[src/rtl/fb_port_arbiter.sv]
// Framebuffer BRAM arbiter: VGA scanout (fixed even-pixel slots) > clear-screen sequencer > draw port.
// Optional FB_ARB_STATS_EN adds a per-frame draw stall counter (stall_cnt).
module fb_port_arbiter #(
    parameter int H_RES  = 320,
    parameter int V_RES  = 240,
    parameter int ADDR_W = 17,
    parameter int DATA_W = 8
) (
    input  logic              clk,
    input  logic              rst,
    input  logic [9:0]        px_x,
    input  logic [8:0]        px_y,
    input  logic              visible,
    output logic [DATA_W-1:0] pix_data,
    output logic              pix_valid,
    input  logic              drw_valid,
    output logic              drw_ready,
    input  logic              drw_we,
    input  logic [ADDR_W-1:0] drw_addr,
    input  logic [DATA_W-1:0] drw_wdata,
    output logic              drw_rvalid,
    output logic [DATA_W-1:0] drw_rdata,
    input  logic              clr_start,
    input  logic [DATA_W-1:0] clr_color,
    output logic              clr_busy,
    output logic              clr_done,
    output logic              mem_en,
    output logic              mem_we,
    output logic [ADDR_W-1:0] mem_addr,
    output logic [DATA_W-1:0] mem_wdata,
    input  logic [DATA_W-1:0] mem_rdata
`ifdef FB_ARB_STATS_EN
    ,
    output logic [15:0]       stall_cnt
`endif
);

    typedef enum logic [1:0] {S_IDLE, S_CLEAR, S_DONE} clr_state_t;

    localparam logic [ADDR_W-1:0] LAST_ADDR = ADDR_W'(H_RES * V_RES - 1);

    clr_state_t        state_q, state_d;
    logic [ADDR_W-1:0] cnt_q, cnt_d;
    logic [DATA_W-1:0] color_q, color_d;
    logic              scan_rd_q, scan_rd_d;
    logic              pix_valid_q, pix_valid_d;
    logic [DATA_W-1:0] pix_data_q, pix_data_d;
    logic              drw_rvalid_q, drw_rvalid_d;

    logic              scan_slot;
    logic              clr_wr;
    logic [ADDR_W-1:0] py_ext;
    logic [ADDR_W-1:0] scan_addr;

    assign py_ext    = ADDR_W'(px_y);
    assign scan_slot = visible && !px_x[0];

    generate
        if (H_RES == 320) begin : g_shift
            assign scan_addr = (py_ext << 8) + (py_ext << 6) + ADDR_W'(px_x[9:1]);
        end else begin : g_mul
            assign scan_addr = py_ext * ADDR_W'(H_RES) + ADDR_W'(px_x[9:1]);
        end
    endgenerate

    always_comb begin
        clr_busy  = (state_q == S_CLEAR);
        clr_done  = (state_q == S_DONE);
        drw_ready = drw_valid && !scan_slot && !clr_busy;
        clr_wr    = clr_busy && !scan_slot;

        mem_en    = 1'b0;
        mem_we    = 1'b0;
        mem_addr  = '0;
        mem_wdata = '0;
        if (scan_slot) begin
            mem_en   = 1'b1;
            mem_addr = scan_addr;
        end else if (clr_wr) begin
            mem_en    = 1'b1;
            mem_we    = 1'b1;
            mem_addr  = cnt_q;
            mem_wdata = color_q;
        end else if (drw_ready) begin
            mem_en    = 1'b1;
            mem_we    = drw_we;
            mem_addr  = drw_addr;
            mem_wdata = drw_wdata;
        end
    end

    always_comb begin
        state_d = state_q;
        cnt_d   = cnt_q;
        color_d = color_q;
        unique case (state_q)
            S_IDLE: begin
                if (clr_start) begin
                    state_d = S_CLEAR;
                    cnt_d   = '0;
                    color_d = clr_color;
                end
            end
            S_CLEAR: begin
                if (clr_wr) begin
                    if (cnt_q == LAST_ADDR) begin
                        state_d = S_DONE;
                        cnt_d   = '0;
                    end else begin
                        cnt_d = cnt_q + 1'b1;
                    end
                end
            end
            S_DONE:  state_d = S_IDLE;
            default: state_d = S_IDLE;
        endcase
    end

    // Scan data lands one cycle after the read, so it is captured at the end of N+1.
    always_comb begin
        scan_rd_d    = scan_slot;
        pix_valid_d  = scan_rd_q;
        pix_data_d   = scan_rd_q ? mem_rdata : pix_data_q;
        drw_rvalid_d = drw_ready && !drw_we;
    end

    always_ff @(posedge clk) begin
        if (rst) begin
            state_q      <= S_IDLE;
            cnt_q        <= '0;
            color_q      <= '0;
            scan_rd_q    <= 1'b0;
            pix_valid_q  <= 1'b0;
            pix_data_q   <= '0;
            drw_rvalid_q <= 1'b0;
        end else begin
            state_q      <= state_d;
            cnt_q        <= cnt_d;
            color_q      <= color_d;
            scan_rd_q    <= scan_rd_d;
            pix_valid_q  <= pix_valid_d;
            pix_data_q   <= pix_data_d;
            drw_rvalid_q <= drw_rvalid_d;
        end
    end

    assign pix_data   = pix_data_q;
    assign pix_valid  = pix_valid_q;
    assign drw_rvalid = drw_rvalid_q;
    assign drw_rdata  = drw_rvalid_q ? mem_rdata : '0;

`ifdef FB_ARB_STATS_EN
    logic [15:0] stall_q, stall_d;

    always_comb begin
        stall_d = stall_q;
        if (px_x == '0 && px_y == '0 && visible) begin
            stall_d = '0;
        end else if (drw_valid && !drw_ready && stall_q != '1) begin
            stall_d = stall_q + 1'b1;
        end
    end

    always_ff @(posedge clk) begin
        if (rst) begin
            stall_q <= '0;
        end else begin
            stall_q <= stall_d;
        end
    end

    assign stall_cnt = stall_q;
`endif

endmodule

[config.mk]
export PLATFORM = sky130hd
export DESIGN_NAME = fb_port_arbiter
export DESIGN_NICKNAME = d
export VERILOG_FILES = /design/src/rtl/fb_port_arbiter.sv
export SDC_FILE = /design/constraint.sdc
export NUM_CORES = 1
export LEC_CHECK = 0
export CAP_MARGIN = 10
export CORE_MARGIN = 5
export CORE_UTILIZATION = 39
export CTS_CLUSTER_DIAMETER = 200
export CTS_CLUSTER_SIZE = 20
export DETAILED_ROUTE_END_ITERATION = 16
export PLACE_DENSITY = 0.75
export SYNTH_ARGS = -nofsm -noshare
export SYNTH_HDL_FRONTEND = slang
export SYNTH_SLANG_ARGS = --single-unit
export TNS_END_PERCENT = 10
[constraint.sdc]
create_clock -name clk -period 2.85 [get_ports clk]
set_input_delay 0.57 -clock clk [delete_from_list [all_inputs] [get_ports clk]]
set_output_delay 0.57 -clock clk [all_outputs]
set_load 0.01 [all_outputs]
== After elaboration in Yosys (flattened, before gate mapping) ==
Cells that the tools add are included.

* $add $sub $neg: 3
* Equal/unequal tests: 6
* Multiplexer cells: 21
* Reductions and logical operators: 14

{| class="wikitable"
|+ Operator list
! cell !! count
|-
| 17-bit two-way mux || 6
|-
| 17-bit one-hot mux with 2 select lines || 1
|-
| 8-bit two-way mux || 4
|-
| 17-bit by 1-bit adder with 17-bit output, second input constant || 1
|-
| 17-bit by 15-bit adder with 17-bit output || 1
|-
| 17-bit by 9-bit adder with 17-bit output || 1
|-
| 17-bit equality test, second input constant || 1
|-
| 1-bit two-way mux || 6
|-
| 2-bit two-way mux || 3
|-
| 3-bit AND reduction || 2
|-
| 1-bit logical AND || 5
|-
| 1-bit zero test || 4
|-
| 2-bit by 1-bit inequality test with 1-bit output, second input constant || 2
|-
| 2-bit one-hot mux with 2 select lines || 1
|-
| 2-bit by 1-bit equality test with 1-bit output, second input constant || 1
|-
| 2-bit equality test, second input constant || 1
|-
| 2-bit zero test || 1
|-
| 2-bit inequality test, second input constant || 1
|-
| 2-bit AND reduction || 1
|-
| 2-bit nonzero test || 1
|}

* Register bits after elaboration: 38
* Input port bits: 66
* Output and inout bits: 48
* Word-level logic and storage cells: 51

== Depth between registers and ports, before layout ==
Gate-level depths: netlist of run 1.

* Depth in word-level cells: 8
* Mapped depth: 9
* Depth with buffers taken out: 9

== Worst setup path after synthesis of run 1 ==
OpenSTA, ideal clock, no wires.

* Kind: input -> output
* Start point: in px_x[9]
* End point: out mem_addr[13]
* Data arrival time: 2.436 ns
* Required time: 2.280 ns
* Slack: -0.156 ns
* Stages on the path: 9
* Buffers on the path: 0
* Cells stage by stage: inv_1 > fa_1 > inv_1 > ha_1 > nor2b_1 > o31a_1 > o21a_1 > or3_1 > a31o_2

* Longest elaborated chain between the ends: 2

{| class="wikitable"
|+ Ends and longest elaborated chain
! what !! RTL line !! source
|-
| start: declaration || 11 || <nowiki>input logic [9:0] px_x,</nowiki>
|-
| 17-bit by 9-bit adder with 17-bit output || 60 || <nowiki>assign scan_addr = (py_ext << 8) + (py_ext << 6) + ADDR_W'(px_x[9:1]);</nowiki>
|-
| 17-bit two-way mux || 76 || <nowiki>if (scan_slot) begin</nowiki>
|-
| end: declaration || 29 || <nowiki>output logic [ADDR_W-1:0] mem_addr,</nowiki>
|}

Every way passes these cells.

== Worst setup path in the final report of run 1 ==
* Start point: in px_y[2]
* End point: out mem_addr[14]

* Longest elaborated chain between the ends: 3

{| class="wikitable"
|+ Ends and longest elaborated chain
! what !! RTL line !! source
|-
| start: declaration || 12 || <nowiki>input logic [8:0] px_y,</nowiki>
|-
| 17-bit by 15-bit adder with 17-bit output || 60 ||
|-
| 17-bit by 9-bit adder with 17-bit output || 60 ||
|-
| 17-bit two-way mux || 76 ||
|}

Every way passes these cells.

==> metrics.cfg, run 1 <==
[pwr]
p_leak_nw = 1.71
p_clk_share_pct = 28.5
share_comb_of_total_power_pct = 37.0
powerDensity_mw_per_mm2 = 368
max_vdd_drop_mv = 0.243
swShare_pct = 29.4
p_sw_mw = 0.475
power.sequential.fraction_pct = 34.5
internal_power_mw = 1.14
power_mw = 1.62

[critical_path]
setup.worst_path.end_class = primary output
path_max_fanout = 2
setup_slack_reg_to_reg_ns = 1.04
worst-endpoint-arrival_ns = 2.73
crit_required_ns = 2.28
worst-setup-path-type = input pin to primary output
cp-start-kind = input pin

[route]
vias = 2975
drc = 0
drt-pass1-iter-count = 4
vias_per_cell = 5.24
postRouteAntennaNets = 0
drt_wl_total_microns = 8660
drt_iter0_markers = 118
route.detailed.wl_per_inst_microns = 15.2

[sta]
clock_skew_ns = 0.00713
timing.final.setup_violations = 7
worst_pin_slew_ns = 0.528
min_period_ns = 3.30
layout_worst_path_cycle_share_pct = 116
report.final.hold_viol_count = 0
max-slew-margin-rel_pct = 64.8
rsz0062_at_grt = true
fin_ws_ns = -0.452
final-max-slew-violation-count = 0
fmaxAchievable_mhz = 303
worst_hold_slack_ns = 0.464

[grt]
first_global_vias = 2986
grt_start_max_net_pins = 29
global_route.overflow_total = 0
total_track_usage_pct = 20.0
grt_pass1_wl_microns = 14100
antenna_found_initial = 0

[synthesis]
ys_seq_area_share_pct = 28.8
syn_area_sq_mm = 0.00265
ys_dominant_reg_cell = sky130_fd_sc_hd__dfxtp_1
synth-edff-count = 0
ys_ff_latch = 38
synth-async-reset-ratio_pct = 0
syn_nets = 435
yosys_warnings = 0
postSynthCellCount = 349
postSynthAreaPerCell_sq_um = 7.58
post_synth_num_cell_types = 44

[cells_and_area]
mostFrequentLayoutCell = sky130_fd_sc_hd__clkdlybuf4s50_1
areaGrowthSynthToFinish_pct = 66.1
fillers = 575
layout.nets = 573
final_layout_size_suffix_gt1_share_pct = 20.1
layout_common_cells = sky130_fd_sc_hd__clkdlybuf4s50_1, sky130_fd_sc_hd__nand2_1, sky130_fd_sc_hd__nor2_1
antenna_cells = 0

[flow_run]
cap_viol_max_count = 0

[floorplanning]
die_area_sq_mm = 0.00853
fp.dieH_microns = 92.4
chipWidth_microns = 92.4
ioPinCount = 114
design.core.area_sq_mm = 0.00668
core.rowCount = 30
initial_utilization_pct = 39.6

[clock_tree]
cts_root_buf = sky130_fd_sc_hd__clkbuf_8
cts_hold_buf = 0
cts_buffer_depth = 2
number_of_buffers_created_by_cts = 5
clock_sink_count = 38
worst_skew_late_latency_ns = 0.29
cts.clk_slew.worst_paths_ns = 0.08
cts_tree = yes
ctsHtreeMaxLevel = 2

[placed_design]
numPortBuffers = 113
dp_hpwl_microns = 6490
gp_congestion = 0.884

[run_status]
outcome = finished, violations left
violations = negative setup slack

[worst_hold_path]
hold_path.class = flop to flop

-- layout make-up --
cell class	instances	area (sq um)	share of cell area, %
clock buffers	5	68.8	1.57
flip-flops and latches	38	761	17.3
multi-input cells	284	1990	45.3
clock inverters	3	45.0	1.03
inverters	8	35.0	0.797
well taps	80	100	2.28
repair buffers	150	1400	31.7
-- path summary, 6_finish.rpt --
kind / startpoint / to / cells past startpoint
min reg2reg: color_q[6] / color_q[6] / 2
max: px_y[2] / mem_addr[14] / 14
min: color_q[6] / color_q[6] / 2
max reg2reg: cnt_q[0] / cnt_q[3] / 6
-- stage by stage --
stage	utilization, %	area [sq um]	instances	setup TNS, ns	setup slack [ns]
floorplan	-	2660	349	-0.264	-0.116
global placement	60.7	4050	556	-10.68	-1.21
detailed placement	60.7	4050	556	-10.78	-1.28
CTS	65.2	4360	566	-2.06	-0.491
global route	65.8	4390	568	-2.97	-0.538
finish	65.8	4390	568	-2.26	-0.452
-- timing repair --
action,CTS,global route
pin swaps,22,14
setup buffers,3,2
gates resized for setup,88,14
setup endpoints to repair,27,12
-- kinds of logic after synthesis --
kind of cell	count (synthesis)	share of synthesized area, %
buf+inv	27	4.54
fa+ha+maj	20	10.0
xor+xnor	21	6.95
mux	9	3.41
compound gates	64	14.8
simple gates	170	31.6
flops	38	28.8
-- metal layers --
metal	GRT usage [%]	wire (microns)
met1	23.7	3580
met3	4.14	476
met2	37.2	4510
met4	3.71	97
met5	0	0
-- power groups by stage --
stage / Sequential (mW) / Clock, mW / Combinational (mW)
after CTS: 0.558 / 0.468 / 0.581
after global routing: 0.560 / 0.500 / 0.650
after floorplan: 0.568 / 0 / 0.249
final: 0.558 / 0.460 / 0.598
after detailed placement: 0.570 / 0 / 0.520
after global placement: 0.569 / 0 / 0.512
-- Yosys cell counts, types with 2 or more instances --
cell type / instances / share of area (%)
sky130_fd_sc_hd__nand2_1: 52 / 7.4
sky130_fd_sc_hd__clkbuf_1: 11 / 1.6
sky130_fd_sc_hd__and2_1: 10 / 2.4
sky130_fd_sc_hd__o21a_1: 6 / 1.7
sky130_fd_sc_hd__mux2i_1: 9 / 3.4
sky130_fd_sc_hd__dfxtp_1: 38 / 29
sky130_fd_sc_hd__nor2b_1: 4 / 0.95
sky130_fd_sc_hd__buf_1: 6 / 0.85
sky130_fd_sc_hd__nand3_1: 30 / 5.7
sky130_fd_sc_hd__ha_1: 18 / 8.5
sky130_fd_sc_hd__nor3b_1: 2 / 0.57
sky130_fd_sc_hd__and3_1: 5 / 1.2
sky130_fd_sc_hd__xnor2_1: 7 / 2.3
sky130_fd_sc_hd__a31oi_1: 12 / 2.8
sky130_fd_sc_hd__nor2_1: 45 / 6.4
sky130_fd_sc_hd__a21oi_1: 28 / 5.3
sky130_fd_sc_hd__o21ai_0: 6 / 1.1
sky130_fd_sc_hd__nor3_1: 4 / 0.76
sky130_fd_sc_hd__xor2_1: 14 / 4.6
sky130_fd_sc_hd__or2_2: 2 / 0.47
sky130_fd_sc_hd__a211oi_1: 5 / 1.4
sky130_fd_sc_hd__fa_1: 2 / 1.5
sky130_fd_sc_hd__nor4_4: 2 / 1.6
sky130_fd_sc_hd__or3_1: 3 / 0.71
sky130_fd_sc_hd__inv_1: 7 / 0.99
sky130_fd_sc_hd__nand4_1: 3 / 0.71
-- registers in the layout, indices dropped and copies added (netlist names) --
name	count
cnt_q	17
color_q	8
pix_data	8
state_q	2
drw_rvalid	1
pix_valid	1
pix_valid_d	1
-- critical path, cell delays in order --
cell and delay [ns]:
sky130_fd_sc_hd__buf_8 0.08, sky130_fd_sc_hd__inv_4 0.03, sky130_fd_sc_hd__fa_1 0.57, sky130_fd_sc_hd__buf_6 0.11, sky130_fd_sc_hd__inv_4 0.03, sky130_fd_sc_hd__ha_4 0.24
sky130_fd_sc_hd__a211oi_4 0.27, sky130_fd_sc_hd__buf_4 0.16, sky130_fd_sc_hd__buf_4 0.10, sky130_fd_sc_hd__o21ai_2 0.06, sky130_fd_sc_hd__a21oi_2 0.13, sky130_fd_sc_hd__xor2_1 0.15
sky130_fd_sc_hd__a21oi_1 0.08, sky130_fd_sc_hd__buf_2 0.14
Power figures use the tool's default switching activity.
==> run 2, diff against run 1 <==
--- a/config.mk
+++ b/config.mk
@@ -11,7 +11,7 @@
 export CTS_CLUSTER_DIAMETER = 200
 export CTS_CLUSTER_SIZE = 20
 export DETAILED_ROUTE_END_ITERATION = 16
-export PLACE_DENSITY = 0.75
+export PLACE_DENSITY = 0.78
 export SYNTH_ARGS = -nofsm -noshare
 export SYNTH_HDL_FRONTEND = slang
 export SYNTH_SLANG_ARGS = --single-unit
==> metrics.cfg, run 2 (synthesis results as in run 1) <==
[clock_tree]
cts_hold_buf = 0
ctsHtreeMaxLevel = 2
number_of_buffers_created_by_cts = 5
worst_skew_late_latency_ns = 0.29
cts_root_buf = sky130_fd_sc_hd__clkbuf_8
cts.clk_slew.worst_paths_ns = 0.07
cts_tree = yes
clock_sink_count = 38
cts_buffer_depth = 2

[pwr]
max_vdd_drop_mv = 0.277
powerDensity_mw_per_mm2 = 360
p_leak_nw = 1.75

[floorplanning]
core.rowCount = 30
die_area_sq_mm = 0.00853
chipWidth_microns = 92.4
initial_utilization_pct = 39.6
design.core.area_sq_mm = 0.00668
fp.dieH_microns = 92.4
ioPinCount = 114

[placed_design]
gp_congestion = 0.915
numPortBuffers = 113
dp_hpwl_microns = 6340

[grt]
total_track_usage_pct = 19.2
first_global_vias = 2973
global_route.overflow_total = 0
antenna_found_initial = 0
grt_start_max_net_pins = 29
grt_pass1_wl_microns = 13500

[run_status]
violations = negative setup slack
outcome = finished, violations left

[sta]
final-max-slew-violation-count = 0
rsz0062_at_grt = true
fmaxAchievable_mhz = 312
layout_worst_path_cycle_share_pct = 112
fin_ws_ns = -0.355
worst_pin_slew_ns = 0.514
worst_hold_slack_ns = 0.460
min_period_ns = 3.21
max-slew-margin-rel_pct = 65.7
clock_skew_ns = 0.00467
timing.final.setup_violations = 8
report.final.hold_viol_count = 0

[worst_hold_path]
worst_hold_end = color_q[4]
min_from = color_q[4]
min_delay_path_depth = 2
hold_path.class = flop to flop

[cells_and_area]
areaGrowthSynthToFinish_pct = 62.8
multiInputGateArea_sq_mm = 0.00191
regMostFlops = cnt_q
fillers = 582
final_layout_size_suffix_gt1_share_pct = 18.1
mostFrequentLayoutCell = sky130_fd_sc_hd__clkdlybuf4s50_1
largest_register_ff_count = 17
layout_common_cells = sky130_fd_sc_hd__clkdlybuf4s50_1, sky130_fd_sc_hd__nand2_1, sky130_fd_sc_hd__nor2_1
layout.nets = 572
layout.core_utilization_pct = 64.4
antenna_cells = 0
final-seq-area_sq_um = 761

[critical_path]
path_max_fanout = 2
cp-start-kind = input pin
crit_required_ns = 2.28
timing.rr.start = cnt_q[0]
setup.worst_path.end_class = primary output
r2r_cells = 6
worst-endpoint-arrival_ns = 2.64
regToRegEndpoint = cnt_q[1]
worst-setup-path-type = input pin to primary output
setup_slack_reg_to_reg_ns = 1.06

[route]
vias = 2955
postRouteAntennaNets = 0
vias_per_cell = 5.21
route.detailed.wl_per_inst_microns = 14.7
drt-pass1-iter-count = 4
drc = 0
drt_wl_total_microns = 8330
drt_iter0_markers = 97

[flow_run]
cap_viol_max_count = 0

-- run 2: area by class of cell --
cell class	count	area share, %
Sequential cell	38	17.7
Timing Repair Buffer	149	32.3
Clock buffer	8	2.56
Multi-Input combinational cell	284	44.4
Inverter	8	0.756
Tap cell	80	2.32
-- run 2: timing repair --
action / 4_1_cts / 5_1_grt
pin swaps: 18 / 7
resized for setup: 63 / 27
buffers inserted: 1 / 1
hold endpoints to repair: 0 / 0
setup endpoints to repair: 10 / 14
-- run 2: worst max-delay path: stages --
cell and delay (ns):
sky130_fd_sc_hd__buf_6 0.08, sky130_fd_sc_hd__inv_4 0.03, sky130_fd_sc_hd__fa_2 0.57, sky130_fd_sc_hd__fa_2 0.22, sky130_fd_sc_hd__nor2b_2 0.05, sky130_fd_sc_hd__o31a_1 0.26, sky130_fd_sc_hd__o21a_1 0.18, sky130_fd_sc_hd__or3_1 0.33
sky130_fd_sc_hd__a31o_4 0.24, sky130_fd_sc_hd__buf_6 0.12
-- run 2: worst max-delay path by stage --
stage,from,to,slack [ns],depth (start not counted)
after global routing,px_x[9],mem_addr[13],-0.41,10
after detailed placement,px_y[2],mem_addr[16],-1.27,11
after global placement,px_y[2],mem_addr[16],-1.23,11
final,px_x[9],mem_addr[13],-0.36,10
after floorplan,px_y[2],mem_addr[13],-0.12,8
after CTS,px_x[9],mem_addr[13],-0.43,10
-- run 2: per-layer routing --
layer,GRT usage (%),routed length [microns],vias to the layer above
met1,23.0,3590,1390
met5,0,0,-
met2,34.4,4200,80
met4,2.97,29,0
li1,-,-,1482
met3,5.44,504,3
-- run 2: power by group --
group | total [mW] | leakage (nW) | switching [mW] | internal (mW)
clock network | 0.433 | 0.0575 | 0.189 | 0.244
registers | 0.558 | 0.309 | 0.0121 | 0.546
logic | 0.559 | 1.38 | 0.247 | 0.312
total | 1.55 | 1.75 | 0.448 | 1.10
-- run 2: per-stage QoR --
step	setup WS [ns]	cells	setup TNS, ns	cell area, sq um	power, mW
floorplan	-0.116	349	-0.264	2660	0.817
global placement	-1.23	557	-9.01	4070	1.08
detailed placement	-1.27	557	-9.31	4070	1.09
CTS	-0.431	566	-2.41	4260	1.55
global route	-0.412	567	-2.11	4310	1.64
finish	-0.355	567	-1.41	4310	1.55
==> run 3, diff against run 2 <==
--- a/config.mk
+++ b/config.mk
@@ -6,12 +6,15 @@
 export NUM_CORES = 1
 export LEC_CHECK = 0
 export CAP_MARGIN = 10
+export CELL_PAD_IN_SITES_DETAIL_PLACEMENT = 0
+export CELL_PAD_IN_SITES_GLOBAL_PLACEMENT = 1
 export CORE_MARGIN = 5
-export CORE_UTILIZATION = 39
+export CORE_UTILIZATION = 27
 export CTS_CLUSTER_DIAMETER = 200
 export CTS_CLUSTER_SIZE = 20
 export DETAILED_ROUTE_END_ITERATION = 16
-export PLACE_DENSITY = 0.78
+export PLACE_DENSITY_LB_ADDON = 0.1
+export SKIP_CTS_REPAIR_TIMING = 1
 export SYNTH_ARGS = -nofsm -noshare
 export SYNTH_HDL_FRONTEND = slang
 export SYNTH_SLANG_ARGS = --single-unit
==> metrics.cfg, run 3 (synthesis results as in run 1) <==
[run_status]
outcome = finished, violations left
violations = negative setup slack

[route]
drt_wl_total_microns = 8730
drc = 0
postRouteAntennaNets = 0
drt_iter0_markers = 65
drt-pass1-iter-count = 4
vias_per_cell = 4.60
vias = 2864
route.detailed.wl_per_inst_microns = 14.0

[placed_design]
dp_slack_ns = -1.27
detailed_place.area_sq_mm = 0.00417
place_inst = 613
gp_congestion = 0.803
numPortBuffers = 113
dp_hpwl_microns = 6720

[clock_tree]
cts_tree = yes
cts_buffer_depth = 2
cts_root_buf = sky130_fd_sc_hd__clkbuf_8
cts.clk_slew.worst_paths_ns = 0.08
number_of_buffers_created_by_cts = 5
ctsHtreeMaxLevel = 2
clock_sink_count = 38
worst_skew_late_latency_ns = 0.29

[sta]
min_period_ns = 3.30
clock_skew_ns = 0.00511
tns_ns = -1.96
layout_worst_path_cycle_share_pct = 116
timing.final.setup_violations = 12
worst_hold_slack_ns = 0.460
worst_pin_slew_ns = 0.503
max-slew-margin-rel_pct = 66.4
rsz0062_at_grt = true
report.final.hold_viol_count = 0
fmaxAchievable_mhz = 303
final-max-slew-violation-count = 0
fin_ws_ns = -0.455

[critical_path]
worst-setup-path-type = input pin to primary output
crit_required_ns = 2.28
cp-start-kind = input pin
worst-endpoint-arrival_ns = 2.73
setup.worst_path.end_class = primary output
path_max_fanout = 2

[floorplanning]
chipWidth_microns = 109
core.rowCount = 36
fp.dieH_microns = 109
ioPinCount = 114
initial_utilization_pct = 27.3
design.core.area_sq_mm = 0.00968
die_area_sq_mm = 0.0119

[pwr]
p_leak_nw = 1.76
power_mw = 1.60
powerDensity_mw_per_mm2 = 359
share_comb_of_total_power_pct = 35.9
max_vdd_drop_mv = 0.188
p_sw_mw = 0.466
swShare_pct = 29.1
power.sequential.fraction_pct = 34.8
internal_power_mw = 1.13
p_clk_share_pct = 29.2

[cells_and_area]
layout.nets = 574
final_layout_size_suffix_gt1_share_pct = 17.8
layout_common_cells = sky130_fd_sc_hd__clkdlybuf4s50_1, sky130_fd_sc_hd__nand2_1, sky130_fd_sc_hd__nor2_1
largest_register_ff_count = 17
antenna_cells = 0
areaGrowthSynthToFinish_pct = 68.5
final_cells = 622
fillers = 1003
regMostFlops = cnt_q
final_design_area_no_fill_sq_mm = 0.00446
mostFrequentLayoutCell = sky130_fd_sc_hd__clkdlybuf4s50_1
layout.core_utilization_pct = 46.0

[grt]
total_track_usage_pct = 14.5
grt_start_max_net_pins = 26
global_route.overflow_total = 0
grt_pass1_wl_microns = 13800
antenna_found_initial = 0
first_global_vias = 2842

[flow_run]
cap_viol_max_count = 0

[worst_hold_path]
hold_path.class = flop to flop

-- run 3: critical path, cell delays in order --
cell	delay, ns
sky130_fd_sc_hd__buf_6	0.08
sky130_fd_sc_hd__inv_4	0.03
sky130_fd_sc_hd__fa_2	0.58
sky130_fd_sc_hd__fa_2	0.23
sky130_fd_sc_hd__nor2b_2	0.05
sky130_fd_sc_hd__o31a_1	0.31
sky130_fd_sc_hd__o21a_1	0.19
sky130_fd_sc_hd__or3_1	0.36
sky130_fd_sc_hd__a31o_2	0.22
sky130_fd_sc_hd__buf_6	0.12
-- run 3: metal layers --
| layer | global-route usage, % | vias to the layer above | share of wire [%] |
|---|---|---|---|
| met5 | 0 | - | 0 |
| met4 | 2.98 | 0 | 0.52 |
| met3 | 4.62 | 4 | 7.1 |
| met2 | 23.6 | 81 | 46 |
| met1 | 18.9 | 1296 | 46 |
| li1 | - | 1483 | - |
-- run 3: final timing paths --
check                                 from           end  slack [ns]  depth (start not counted)
worst min register to register  color_q[2]    color_q[2]        0.46                          2
worst max-delay path               px_x[9]  mem_addr[13]       -0.45                         10
worst max register to register    cnt_q[0]      cnt_q[1]        1.17                          7
worst min-delay path            color_q[2]    color_q[2]        0.46                          2
-- run 3: final cells by class --
class	count	area, sq um	share of cell area, %
clock inverter	3	45.0	1.01
tap	133	166	3.73
multi-input combinational	284	1930	43.4
inverter	8	32.5	0.730
sequential	38	761	17.1
clock buffer	5	68.8	1.54
timing repair buffer	151	1450	32.5
-- run 3: power groups by stage --
stage | Combinational [mW] | Sequential (mW) | Clock (mW)
finish | 0.575 | 0.557 | 0.467
global route | 0.631 | 0.559 | 0.510
CTS | 0.537 | 0.557 | 0.488
detailed placement | 0.533 | 0.569 | 0
global placement | 0.535 | 0.569 | 0
floorplan | 0.249 | 0.568 | 0
